**config.mk**
```make
export PLATFORM = sky130hd
export DESIGN_NAME = imem_port_arbiter
export DESIGN_NICKNAME = d
export VERILOG_FILES = /design/src/rtl/imem_pkg.sv /design/src/rtl/rr_arbiter2.sv /design/src/rtl/imem_port_arbiter.sv
export SDC_FILE = /design/constraint.sdc
export NUM_CORES = 1
export LEC_CHECK = 0
export BUFFER_PORTS_ARGS = -buffer_cell sky130_fd_sc_hd__buf_4
export CAP_MARGIN = 25
export CORE_AREA = 2 2 81 83
export CTS_CLUSTER_DIAMETER = 200
export DETAILED_ROUTE_END_ITERATION = 8
export DIE_AREA = 0 0 83 85
export PLACE_DENSITY = 0.75
export SKIP_LAST_GASP = 1
export SLEW_MARGIN = 10
export SYNTH_ARGS = -nofsm -noshare
export SYNTH_HDL_FRONTEND = slang
export SYNTH_SLANG_ARGS = --single-unit
```
**constraint.sdc**
```tcl
create_clock -name Clock -period 1.3 [get_ports Clock]
set_input_delay 0.065 -clock Clock [delete_from_list [all_inputs] [get_ports Clock]]
set_output_delay 0.065 -clock Clock [all_outputs]
set_load 0.01 [all_outputs]
```
**src/rtl/imem_pkg.sv**
```systemverilog
`default_nettype none
// ============================================================================
//  Module      : imem_pkg
//  Description : Shared types and constants for the instruction-memory
//                port arbiter.
//  Revision    : 1.0 - initial release
// ============================================================================
package imem_pkg;

    typedef enum logic [0:0] {
        BOOT = 1'b0,
        RUN  = 1'b1
    } state_t;

    typedef enum logic [0:0] {
        REQ_FETCH = 1'b0,
        REQ_LOAD  = 1'b1
    } req_t;

    // addi x0,x0,0
    localparam logic [31:0] NOP_WORD = 32'h0000_0013;

    localparam int unsigned DEFAULT_DEPTH = 32;

endpackage : imem_pkg
`default_nettype wire

```
**src/rtl/rr_arbiter2.sv**
```systemverilog
`default_nettype none
// ============================================================================
//  Module      : rr_arbiter2
//  Description : Two-requester round-robin arbiter (fetch vs. load). The
//                pointer only moves when both requesters contend.
//  Revision    : 1.0 - initial release
// ============================================================================
module rr_arbiter2
    import imem_pkg::*;
(
    input  logic clk,
    input  logic rst_n,
    input  logic i_req_fetch,
    input  logic i_req_load,
    output logic o_gnt_fetch,
    output logic o_gnt_load
);

    req_t r_ptr;
    logic w_contested;

    assign w_contested = i_req_fetch && i_req_load;

    always_comb begin
        o_gnt_fetch = i_req_fetch && (!i_req_load || (r_ptr == REQ_FETCH));
        o_gnt_load  = i_req_load  && (!i_req_fetch || (r_ptr == REQ_LOAD));
    end

    always_ff @(posedge clk) begin
        if (!rst_n) begin
            r_ptr <= REQ_LOAD;
        end else if (w_contested) begin
            r_ptr <= (r_ptr == REQ_FETCH) ? REQ_LOAD : REQ_FETCH;
        end
    end

endmodule : rr_arbiter2
`default_nettype wire

```
**src/rtl/imem_port_arbiter.sv**
```systemverilog
`default_nettype none
// ============================================================================
//  Module      : imem_port_arbiter
//  Description : Shares a single-port instruction RAM between core fetch and
//                the program loader; holds the core halted during boot.
//                Optional address checking: define IMEM_BOUNDS_CHECK_EN.
//  Revision    : 1.0 - initial release
// ============================================================================
module imem_port_arbiter
    import imem_pkg::*;
#(
    parameter int unsigned DEPTH = DEFAULT_DEPTH,
    parameter int unsigned AW    = $clog2(DEPTH)
) (
    input  logic          Clock,
    input  logic          Reset_n,
    input  logic          FetchReq,
    input  logic [31:0]   FetchAddress,
    output logic          FetchGnt,
    output logic          FetchValid,
    output logic [31:0]   FetchInstruction,
    input  logic          LoadReq,
    input  logic [31:0]   LoadAddress,
    input  logic [31:0]   LoadData,
    output logic          LoadAck,
    input  logic          LoadDone,
    output logic          CoreHalt,
    output logic          MemEn,
    output logic          MemWe,
    output logic [AW-1:0] MemAddr,
    output logic [31:0]   MemWData,
    input  logic [31:0]   MemRData,
    output logic          AddrError
);

    state_t      r_state;
    state_t      w_state_nxt;
    logic        w_boot;
    logic        w_arb_fetch_req;
    logic        w_fetch_gnt;
    logic        w_load_gnt;
    logic        w_fetch_bad;
    logic        w_load_bad;
    logic        r_rd_pend;
    logic        r_rd_nop;
    logic [31:0] r_instr_hold;
    logic [31:0] w_instr;

    // ------------------------------------------------------------------
    // Boot / run sequencing
    // ------------------------------------------------------------------
    always_ff @(posedge Clock) begin
        if (!Reset_n) begin
            r_state <= BOOT;
        end else begin
            r_state <= w_state_nxt;
        end
    end

    always_comb begin
        w_state_nxt = r_state;
        if ((r_state == BOOT) && LoadDone) begin
            w_state_nxt = RUN;
        end
    end

    always_comb begin
        w_boot = (r_state == BOOT);
    end

    assign CoreHalt = w_boot;

    // ------------------------------------------------------------------
    // Address qualification
    // ------------------------------------------------------------------
`ifdef IMEM_BOUNDS_CHECK_EN
    logic r_addr_err;

    assign w_fetch_bad = (FetchAddress[1:0] != 2'b00) || ((FetchAddress >> (AW + 2)) != 32'd0);
    assign w_load_bad  = (LoadAddress[1:0]  != 2'b00) || ((LoadAddress  >> (AW + 2)) != 32'd0);

    always_ff @(posedge Clock) begin
        if (!Reset_n) begin
            r_addr_err <= 1'b0;
        end else if ((w_fetch_gnt && w_fetch_bad) || (w_load_gnt && w_load_bad)) begin
            r_addr_err <= 1'b1;
        end
    end

    assign AddrError = r_addr_err;
`else
    logic w_unused_addr_bits;

    // Upper and byte-offset bits are don't-care: addresses wrap in the RAM.
    assign w_unused_addr_bits = ^{FetchAddress[31:AW+2], FetchAddress[1:0],
                                  LoadAddress[31:AW+2],  LoadAddress[1:0]};
    assign w_fetch_bad        = 1'b0;
    assign w_load_bad         = 1'b0;
    assign AddrError          = 1'b0;
`endif

    // ------------------------------------------------------------------
    // Arbitration: fetches are masked off entirely while booting
    // ------------------------------------------------------------------
    assign w_arb_fetch_req = FetchReq && !w_boot;

    rr_arbiter2 u_rr_arbiter2 (
        .clk         (Clock),
        .rst_n       (Reset_n),
        .i_req_fetch (w_arb_fetch_req),
        .i_req_load  (LoadReq),
        .o_gnt_fetch (w_fetch_gnt),
        .o_gnt_load  (w_load_gnt)
    );

    assign FetchGnt = w_fetch_gnt;
    assign LoadAck  = w_load_gnt;

    always_comb begin
        MemEn    = 1'b0;
        MemWe    = 1'b0;
        MemAddr  = '0;
        MemWData = '0;
        if (w_load_gnt && !w_load_bad) begin
            MemEn    = 1'b1;
            MemWe    = 1'b1;
            MemAddr  = LoadAddress[AW+1:2];
            MemWData = LoadData;
        end else if (w_fetch_gnt && !w_fetch_bad) begin
            MemEn    = 1'b1;
            MemAddr  = FetchAddress[AW+1:2];
        end
    end

    // ------------------------------------------------------------------
    // Read return: RAM data passes through in the valid cycle, then held
    // ------------------------------------------------------------------
    always_ff @(posedge Clock) begin
        if (!Reset_n) begin
            r_rd_pend    <= 1'b0;
            r_rd_nop     <= 1'b0;
            r_instr_hold <= '0;
        end else begin
            r_rd_pend <= w_fetch_gnt;
            r_rd_nop  <= w_fetch_gnt && w_fetch_bad;
            if (r_rd_pend) begin
                r_instr_hold <= w_instr;
            end
        end
    end

    assign w_instr = r_rd_nop ? NOP_WORD : MemRData;

    // A reset arriving while a read is outstanding suppresses its valid.
    assign FetchValid       = r_rd_pend && Reset_n;
    assign FetchInstruction = r_rd_pend ? w_instr : r_instr_hold;

endmodule : imem_port_arbiter
`default_nettype wire

```
# Yosys cells after proc, flatten, opt, wreduce, memory -nomap -nowiden
# Index checks and enable logic that the tools add are counted.
classes:
  muxes: 8
  bitwise: 2
  reduce_logical: 10
op_table:
  columns: ["op", "n"]
  rows:
  - ["$mux W32", 2]
  - ["$mux W5", 2]
  - ["$logic_and A1 B1 Y1", 6]
  - ["$mux W1", 4]
  - ["$logic_not A1 Y1", 2]
  - ["$logic_or A1 B1 Y1", 2]
  - ["$not A1 Y1", 2]
totals:
  register_bits: 35
  word_cells: 24

# Depth between registers and ports, before layout
depth:
  word_depth: 5
  depth_mapped: 4
  mapped_depth_nobuf: 2

# Cells and area by module
# A second synthesis with hierarchy kept.
hier_totals:
  cells_unflattened: 167
  hier_area_um2: 1824.2
modules_own_cells:
  columns: ["module", "instances", "cells_each", "area_each_um2", "seq_area_each_um2"]
  rows:
  - ["imem_port_arbiter", 1, 160, 1765.4, 680.7]
  - ["rr_arbiter2", 1, 7, 58.8, 20.0]

# Worst setup path before layout
# No wires, ideal clock.
synth_timing:
  path_kind: "register to register"
  startpoint: "reg r_rd_pend"
  endpoint: "reg r_instr_hold[10]"
  arrival_ps: 1045
  path_slack_ps: 140
  path_stages_with_launch: 5
  cell_sequence: "dfxtp_1 -> buf_6 -> buf_12 -> mux2_4 -> and2_1"
synth_via:
  elab_chain_cells: 1
synth_rtl:
  columns: ["element", "line", "text"]
  rows:
  - ["start, declared", "imem_port_arbiter.sv:44", "logic r_rd_pend;"]
  - ["start signal, assigned", "imem_port_arbiter.sv:144", "r_rd_pend <= w_fetch_gnt;"]
  - ["$mux W32", null, null]
  - ["named net FetchInstruction[10]", "imem_port_arbiter.sv:21", "output logic [31:0] FetchInstruction,"]
  - ["end signal, assigned", "imem_port_arbiter.sv:147", "r_instr_hold <= w_instr;"]
  - ["end, declared", "imem_port_arbiter.sv:46", "logic [31:0] r_instr_hold;"]
# The timed path passes the listed nets, and every way through them passes these cells.
# A chain may end at the register's enable or synchronous reset.

# Worst setup path in the final report
layout_timing:
  startpoint: "reg u_rr_arbiter2.r_ptr"
  endpoint: "out MemWData[8]"
layout_via:
  elab_chain_cells: 3
layout_rtl:
  columns: ["element", "line", "text"]
  rows:
  - ["start, declared", "rr_arbiter2.sv:19", "req_t r_ptr;"]
  - ["start signal, assigned", "rr_arbiter2.sv:33", "r_ptr <= (r_ptr == REQ_FETCH) ? REQ_LOAD : REQ_FETCH;"]
  - ["$logic_or A1 B1 Y1", "rr_arbiter2.sv:26", "o_gnt_load = i_req_load && (!i_req_fetch || (r_ptr == REQ_LOAD));"]
  - ["$logic_and A1 B1 Y1", "rr_arbiter2.sv:26", null]
  - ["$mux W32", "imem_port_arbiter.sv:124", "if (w_load_gnt && !w_load_bad) begin"]
  - ["end, declared", "imem_port_arbiter.sv:31", "output logic [31:0] MemWData,"]
# No other way between the ends.

==> flow_results.xml <==
<?xml version="1.0" encoding="UTF-8"?>
<metrics>
  <group name="run_status">
    <metric name="run_status" unit="">finished, violations left</metric>
    <metric name="failing_checks" unit="">negative setup slack</metric>
  </group>
  <group name="logic_synthesis">
    <metric name="synth_edf_count" unit="">0</metric>
    <metric name="yosys.area_share.simple" unit="%">28.5</metric>
    <metric name="postSynth.topFlopCell" unit="">sky130_fd_sc_hd__dfxtp_1</metric>
    <metric name="synth_fa_ha_area_share" unit="%">0</metric>
    <metric name="ys_warn_count" unit="">0</metric>
    <metric name="syn-cell-area" unit="µm²">1970</metric>
    <metric name="synth-async-reset-ratio" unit="%">0</metric>
    <metric name="synth_compound_area_share" unit="%">3.17</metric>
    <metric name="syn-instance-count" unit="">178</metric>
    <metric name="post_synth_mux_area_share" unit="%">23.8</metric>
    <metric name="synth.ff_latch_count" unit="">35</metric>
    <metric name="mappedNetlistNets" unit="">311</metric>
    <metric name="synth-seq-area-share" unit="%">35.5</metric>
    <metric name="synth_top_family_by_area" unit="">simple AND/OR/NAND/NOR gates</metric>
    <metric name="netlist-cell-type-count" unit="">23</metric>
    <metric name="post_synth.cell_area_avg" unit="µm²">11.1</metric>
    <metric name="post_synth_xor_area_fraction" unit="%">0</metric>
  </group>
  <group name="global_route">
    <metric name="via_count_of_the_first_global_routing_pass" unit="">1911</metric>
    <metric name="grt_pass1_wl" unit="mm">9.29</metric>
    <metric name="grt_remaining_overflow" unit="">0</metric>
    <metric name="grt_antenna_before_repair" unit="">0</metric>
    <metric name="global_route.usage.total" unit="%">16.3</metric>
    <metric name="grt_max_degree" unit="">43</metric>
  </group>
  <group name="sta">
    <metric name="hold_viol" unit="">0</metric>
    <metric name="fmax" unit="MHz">670</metric>
    <metric name="setup_tns" unit="ns">-9.22</metric>
    <metric name="fin_crit" unit="ns">1.49</metric>
    <metric name="setup_repair_after_global_routing_missed_its_margin" unit="">true</metric>
    <metric name="finalWorstSetupSlack" unit="ns">-0.193</metric>
    <metric name="clock_skew" unit="ns">0.00671</metric>
    <metric name="setup_violations" unit="">76</metric>
    <metric name="timing_max_transition_violations_final" unit="">0</metric>
    <metric name="post-route-period-util" unit="%">115</metric>
  </group>
  <group name="setup_path">
    <metric name="timing.reg2reg.setup_slack" unit="ns">-0.03</metric>
    <metric name="cp.buffers_inverters" unit="">2</metric>
    <metric name="critPathCaptureType" unit="">primary output</metric>
    <metric name="timing.critical_path.slowest_cell_delay" unit="ns">0.32</metric>
    <metric name="timing.rr.start" unit="">r_rd_pend$_SDFF_PN0_</metric>
    <metric name="timing.critical_path.required" unit="ns">1.24</metric>
    <metric name="cp-startpoint" unit="">u_rr_arbiter2.r_ptr$_SDFFE_PN1P_</metric>
    <metric name="critical_path_destination" unit="">MemWData[8]</metric>
    <metric name="critical_path.cell_chain" unit="">and3b_2 -&gt; buf_12 -&gt; and3b_2 -&gt; buf_4</metric>
    <metric name="worst_setup_path_start_kind" unit="">flip-flop</metric>
    <metric name="path_delay_family" unit="">simple AND/OR/NAND/NOR gates</metric>
    <metric name="timing.rr.end" unit="">r_instr_hold[17]$_SDFF_PN0_</metric>
    <metric name="critical-path-slowest-cell" unit="">sky130_fd_sc_hd__dfxtp_2</metric>
    <metric name="path_common_cell" unit="">sky130_fd_sc_hd__and3b_2</metric>
    <metric name="worst_ep_arrival_time" unit="ns">1.43</metric>
    <metric name="path_max_fanout" unit="">16</metric>
    <metric name="setup.worst_path.class" unit="">reg2out</metric>
    <metric name="worstSetupPathDepth" unit="">4</metric>
    <metric name="r2r_cells" unit="">4</metric>
  </group>
  <group name="routing">
    <metric name="drt-pass1-iter-count" unit="">4</metric>
    <metric name="finalWirelength" unit="mm">6.31</metric>
    <metric name="drc" unit="">0</metric>
    <metric name="drt_iter0_drc" unit="">30</metric>
    <metric name="antenna_left" unit="">0</metric>
    <metric name="route.detailed.vias_per_inst" unit="">4.58</metric>
    <metric name="drt-wirelength-per-cell" unit="µm">15.1</metric>
    <metric name="route.vias.total" unit="">1918</metric>
  </group>
  <group name="place">
    <metric name="post-dp-hpwl" unit="mm">4.27</metric>
    <metric name="gp_routability_congestion" unit="">0.742</metric>
    <metric name="port-buffer-count" unit="">153</metric>
    <metric name="detailedPlace.worstSlack" unit="ns">0.0627</metric>
  </group>
  <group name="cts">
    <metric name="clk_pin_slew_worst_paths" unit="ns">0.07</metric>
    <metric name="cts_max_path_buffers" unit="">2</metric>
    <metric name="htreeDepth" unit="">2</metric>
    <metric name="clock-sinks" unit="">35</metric>
    <metric name="insertion_delay" unit="ns">0.28</metric>
    <metric name="ctsRootBufferMaster" unit="">sky130_fd_sc_hd__clkbuf_8</metric>
    <metric name="cts_made_buffers" unit="">5</metric>
    <metric name="clock_tree_from_tritoncts" unit="">done</metric>
  </group>
  <group name="floorplan">
    <metric name="die_y" unit="µm">85</metric>
    <metric name="die-area" unit="µm²">7060</metric>
    <metric name="std_cell_rows" unit="">29</metric>
    <metric name="die_w" unit="µm">83</metric>
    <metric name="design.portCount" unit="">209</metric>
    <metric name="core_area" unit="µm²">6200</metric>
    <metric name="start_util" unit="%">31.8</metric>
  </group>
  <group name="final_layout">
    <metric name="fin_nets" unit="">474</metric>
    <metric name="antenna_cells_inserted" unit="">0</metric>
    <metric name="final_layout_size_suffix_gt1_share" unit="%">67.0</metric>
    <metric name="area_growth" unit="%">85.3</metric>
  </group>
  <group name="power">
    <metric name="leakage" unit="nW">1.84</metric>
    <metric name="finalPower" unit="mW">2.58</metric>
    <metric name="worst_ir_drop_vdd" unit="V">0.000412</metric>
    <metric name="power_density" unit="nW/µm²">705</metric>
  </group>
  <group name="job">
    <metric name="cap_viol_max_count" unit="">0</metric>
  </group>
  <group name="worst_hold_path">
    <metric name="min-delay-path-class" unit="">in2reg</metric>
    <metric name="holdCritStartpoint" unit="">Reset_n</metric>
  </group>
</metrics>
[cells in the mapped netlist, types with 2 or more instances]
master	instances	area [µm²]
sky130_fd_sc_hd__and2_1	32	200
sky130_fd_sc_hd__and2_4	2	17.5
sky130_fd_sc_hd__and3b_1	33	289
sky130_fd_sc_hd__buf_12	3	60.1
sky130_fd_sc_hd__buf_4	3	22.5
sky130_fd_sc_hd__buf_6	3	33.8
sky130_fd_sc_hd__clkbuf_1	8	30.0
sky130_fd_sc_hd__dfxtp_1	35	701
sky130_fd_sc_hd__inv_1	6	22.5
sky130_fd_sc_hd__mux2_2	3	33.8
sky130_fd_sc_hd__mux2_4	29	435
sky130_fd_sc_hd__nand2_1	6	22.5
sky130_fd_sc_hd__o32ai_1	5	43.8
[metrics by stage]
step	util, %	instances	area, µm²	hold WS (ns)
6_report	58.9	419	3650	0.120
5_1_grt	58.9	419	3650	0.130
4_1_cts	55.7	412	3450	0.114
3_5_place_dp	50.8	396	3150	0.277
3_3_place_gp	50.8	396	3150	0.260
2_1_floorplan	-	178	1970	0.175
[sequential cells by signal, summed over array words and instances, names as in the netlist]
| signal | count |
|---|---|
| u_rr_arbiter2.r_ptr | 1 |
| r_rd_pend | 1 |
| r_state | 1 |
| r_instr_hold | 32 |
[worst register-to-register path: cells and delay by family (launching register included)]
kind	cells	cell delay [ns]
DFF	1	0.46
buffers and inverters	2	0.33
muxes	1	0.30
and+or+nand+nor	1	0.14
[layout make-up]
| class | instances | area (µm²) |
|---|---|---|
| tap | 77 | 96.3 |
| clock buffer | 6 | 72.6 |
| multi-input combinational | 119 | 1190 |
| timing repair buffer | 174 | 1560 |
| clock inverter | 2 | 12.5 |
| fill | 521 | 2550 |
| sequential | 35 | 707 |
| inverter | 6 | 22.5 |
[cell usage in the layout, fill, tap and decap left out, types with 2 or more instances in the layout]
cell type                   netlist  layout
sky130_fd_sc_hd__buf_6            3      35
sky130_fd_sc_hd__and2_4           2       3
sky130_fd_sc_hd__and3b_2          0       4
sky130_fd_sc_hd__clkbuf_16        0       3
sky130_fd_sc_hd__clkbuf_8         0       5
sky130_fd_sc_hd__dfxtp_1         35      32
sky130_fd_sc_hd__buf_4            3     130
sky130_fd_sc_hd__dfxtp_2          0       2
sky130_fd_sc_hd__inv_1            6       6
sky130_fd_sc_hd__o32ai_2          0       4
sky130_fd_sc_hd__nand2_1          6       5
sky130_fd_sc_hd__mux2_4          29      32
sky130_fd_sc_hd__and3b_1         33      29
sky130_fd_sc_hd__buf_12           3       5
sky130_fd_sc_hd__and2_1          32      31
[report_power, final]
group / internal [mW] / total, mW / switching [mW] / leakage (nW)
Clock: 0.374 / 0.756 / 0.382 / 0.0412
Sequential: 1.09 / 1.11 / 0.0116 / 0.284
Combinational: 0.451 / 0.714 / 0.263 / 1.52
[worst min-delay path by stage]
stage | slack, ns | end | cells after the start
after detailed placement | 0.28 | r_state$_SDFFE_PN0P_ | 2
after floorplan | 0.18 | r_state$_SDFFE_PN0P_ | 1
after CTS | 0.11 | r_instr_hold[6]$_SDFF_PN0_ | 3
after global placement | 0.26 | r_state$_SDFFE_PN0P_ | 2
after global routing | 0.13 | r_instr_hold[24]$_SDFF_PN0_ | 3
final | 0.12 | u_rr_arbiter2.r_ptr$_SDFFE_PN1P_ | 2
[repair_timing]
action,4_1_cts,5_1_grt
gates cloned,2,3
setup endpoints to repair,73,73
pin swaps,0,1
setup buffers,5,8
hold buffers,1,0
endpoints found under the hold margin,1,0
resized for setup,27,34
[kinds of logic after synthesis]
kind of cell,Yosys count
DFF,35
and+or+nand+nor,78
other,1
muxes,32
buffers and inverters,24
AOI/OAI and AO/OA,8
[routing by layer]
layer	routed length [µm]	GRT usage (%)	up-vias	share of wire, %
met5	0	0	-	0
met4	116	4.02	0	1.8
met3	529	4.67	14	8.4
met2	3170	29.3	114	50
met1	2490	19.2	866	39
li1	-	-	924	-
No activity file was read; power rests on OpenSTA's default activity.
